==> config.mk <==
export PLATFORM = sky130hd
export DESIGN_NAME = up_down_counter_sr
export DESIGN_NICKNAME = d
export VERILOG_FILES = /design/src/rtl/up_down_counter_sr.sv
export SDC_FILE = /design/constraint.sdc
export NUM_CORES = 1
export LEC_CHECK = 0
export CORE_AREA = 2 2 39 41
export DETAILED_ROUTE_END_ITERATION = 10
export DIE_AREA = 0 0 41 43
export PLACE_DENSITY = 0.33
export SLEW_MARGIN = 10
export SYNTH_ARGS = -nofsm -noshare
export SYNTH_HDL_FRONTEND = slang
export SYNTH_SLANG_ARGS = --single-unit
==> constraint.sdc <==
create_clock -name clk -period 1.42 [get_ports clk]
set_input_delay 0.284 -clock clk [delete_from_list [all_inputs] [get_ports clk]]
set_output_delay 0.284 -clock clk [all_outputs]
set_load 0.1 [all_outputs]
==> src/rtl/up_down_counter_sr.sv <==
`default_nettype none
// ============================================================================
//  Module      : up_down_counter_sr
//  Description : Free-running WIDTH-bit binary up/down counter with a
//                synchronous active-high reset. Wraps modulo 2^WIDTH.
//  Revision    : 1.0 - initial release
// ============================================================================
module up_down_counter_sr #(
    parameter int WIDTH = 4
) (
    input  logic             clk,
    input  logic             rst_n,    // active-high despite the name
    input  logic             up_down,  // 1 = +1, 0 = -1
    output logic [WIDTH-1:0] count
);

    localparam logic [WIDTH-1:0] c_ONE = WIDTH'(1);

    logic [WIDTH-1:0] r_count;
    logic [WIDTH-1:0] w_count_next;

    // Carry/borrow out of the top bit is dropped, giving natural wrap-around.
    always_comb begin
        w_count_next = r_count - c_ONE;
        if (up_down) begin
            w_count_next = r_count + c_ONE;
        end
    end

    always_ff @(posedge clk) begin
        if (rst_n) begin
            r_count <= '0;
        end else begin
            r_count <= w_count_next;
        end
    end

    assign count = r_count;

endmodule
`default_nettype wire

==> run metrics <==
initial drt markers=0; fraction of registers with async set/reset=0%; crit share post-route=95.89%; syn_area_per_cell=10.64 µm²; number of synthesized flops with an enable pin=0; Worst-path clk slew=0.04 ns; CP arrival=1.53 ns; Synth Warn #=0; Max Buffers Root-to-Sink=2; Mapped Cells=18; initial antenna violation count=0; row count=14; fin area=371.6 µm²; Post-Syn Area=191.4 µm²; final hold vios=0; All-Layer GR Usage=6.231%; nets=37; max reg flops=4; post-synth cell types=11; final WL=418 µm; commonest cells in the synthesized netlist=dfxtp_1, ha_1, nand3_1, nor2_1, xnor2_1; largest area contributor in the netlist=dfxtp_1; Slew @ Worst Pin=0.1828 ns; sequential-to-total area share from yosys stat=41.83%; syn_nets=24; largest net degree at the start of global routing=5; Layout Utilization=26.85%; first-pass GRT wire length=676 µm; Fmax=0.7344 GHz; via count=168; top cells by area in the synthesized netlist=dfxtp_1, ha_1, fa_1; H-tree Lvls=1; CP endpoint kind=flip-flop; setup violators final=0; CTS tree=done; Synth top area share=41.83%; vias in the first global route=173; leakage=0.1482 nW; Initial Util=13.83%; vias per inst=3.733; n_diodes=0; Slew Viols, Final=0; slew margin rel.=87.73%; Worst Path Required=1.58 ns; RSZ-0062 raised after global routing=no; Crit Path Category=in2reg; drt wl/cell=9.289 µm; number of I/O port buffers=6; Final min period=1.362 ns; IO Pins=7; drt drc=0; die area=1763 µm²; Clock Sinks=4; status=finished clean; number of buffers created by CTS=3; top fanout value on the critical path=3; CORE AREA=1384 µm²; pre-CTS setup slack=-0.3126 ns; DRT antenna net count=0; drt first pass iters=1; Setup WS post-layout=0.05834 ns; Die Wd=41 µm; Hold WS=0.4984 ns; Pwr per Cell Area=1803 nW/µm²; # Post-CTS Setup Buffers=0; peak supply drop=0.0006370 V; Clock Skew=0.001718 ns; Die Ht=43 µm; DP Wirelength=340.2 µm; MaxCap Viol Count=0; share of layout cells above drive strength 1=58.62%; Area after DPL=330.3 µm²; CTS Hold Buffers Added=0; Post-synth top flop=dfxtp_1; GR Overflow Total=0; Routability Congestion=0.6625; crit path launch type=input port; root buffer cell=clkbuf_4; Skew-Pair Late Insertion Delay=0.23 ns; Area Growth Syn to Fin=94.12%; hold crit path type=reg2reg; Yosys reg bits=4; most numerous cell in the Yosys netlist=dfxtp_1
==> cell families after synthesis <==
kind of cell / share of synthesized area, %
compound gates: 11.11
xor+xnor: 9.152
fa+ha+maj: 23.53
buf+inv: 1.959
flops: 41.83
simple gates: 12.42
==> layer usage <==
| layer | share of wire [%] | GRT usage (%) | up-vias |
|---|---|---|---|
| li1 | - | - | 85 |
| met1 | 46 | 7.419 | 77 |
| met2 | 49 | 7.500 | 6 |
| met3 | 5.3 | 1.571 | 0 |
| met4 | 0 | 8.000 | 0 |
| met5 | 0 | 0 | - |
==> worst max-delay path, cell delays in order <==
cell,delay [ns]
clkdlybuf4s50_1,0.50
inv_2,0.08
fa_2,0.55
nor2b_1,0.11
==> cells in the final DEF, fill, tap and decap left out, types with 2 or more instances in the layout <==
| cell type | count |
|---|---|
| buf_4 | 2 |
| buf_12 | 4 |
| nor2_1 | 2 |
| a21oi_2 | 2 |
| clkbuf_4 | 3 |
| clkdlybuf4s50_1 | 2 |
| nand3_1 | 2 |
| dfxtp_2 | 3 |
| xnor2_1 | 2 |
==> stage by stage <==
| step | instances | power (mW) | setup TNS (ns) |
|---|---|---|---|
| after floorplan | 18 | 0.3779 | -0.05364 |
| after global placement | 42 | 0.5084 | -0.6667 |
| after detailed placement | 42 | 0.5112 | -0.7487 |
| after CTS | 45 | 0.6804 | 0 |
| after global routing | 45 | 0.7063 | 0 |
| final | 45 | 0.6702 | 0 |
==> report_power, final <==
group	switching, mW	internal [mW]	leakage (nW)
sequential	0.0317	0.138	0.0341
clock	0.0495	0.0948	0.0138
combinational	0.209	0.148	0.100
==> what timing repair did <==
action / 4_1_cts / 5_1_grt
endpoints found under the setup margin: 2 / 1
pin swaps: 0 / 1
gates resized for setup: 3 / 1
==> final cells by class <==
class	instances	area, µm²
timing repair buffer	8	115.1
clock buffer	3	22.52
tap	16	20.02
fill	152	1012
inverter	1	3.754
multi-input combinational	13	126.4
sequential	4	83.83
==> final timing paths <==
check / to / cells past startpoint / slack (ns) / from
min: count[0] / 1 / 0.50 / count[0]
max reg2reg: count[1] / 2 / 0.35 / count[0]
min reg2reg: count[0] / 1 / 0.50 / count[0]
max: count[1] / 4 / 0.06 / up_down
No activity file was read; power rests on OpenSTA's default activity.
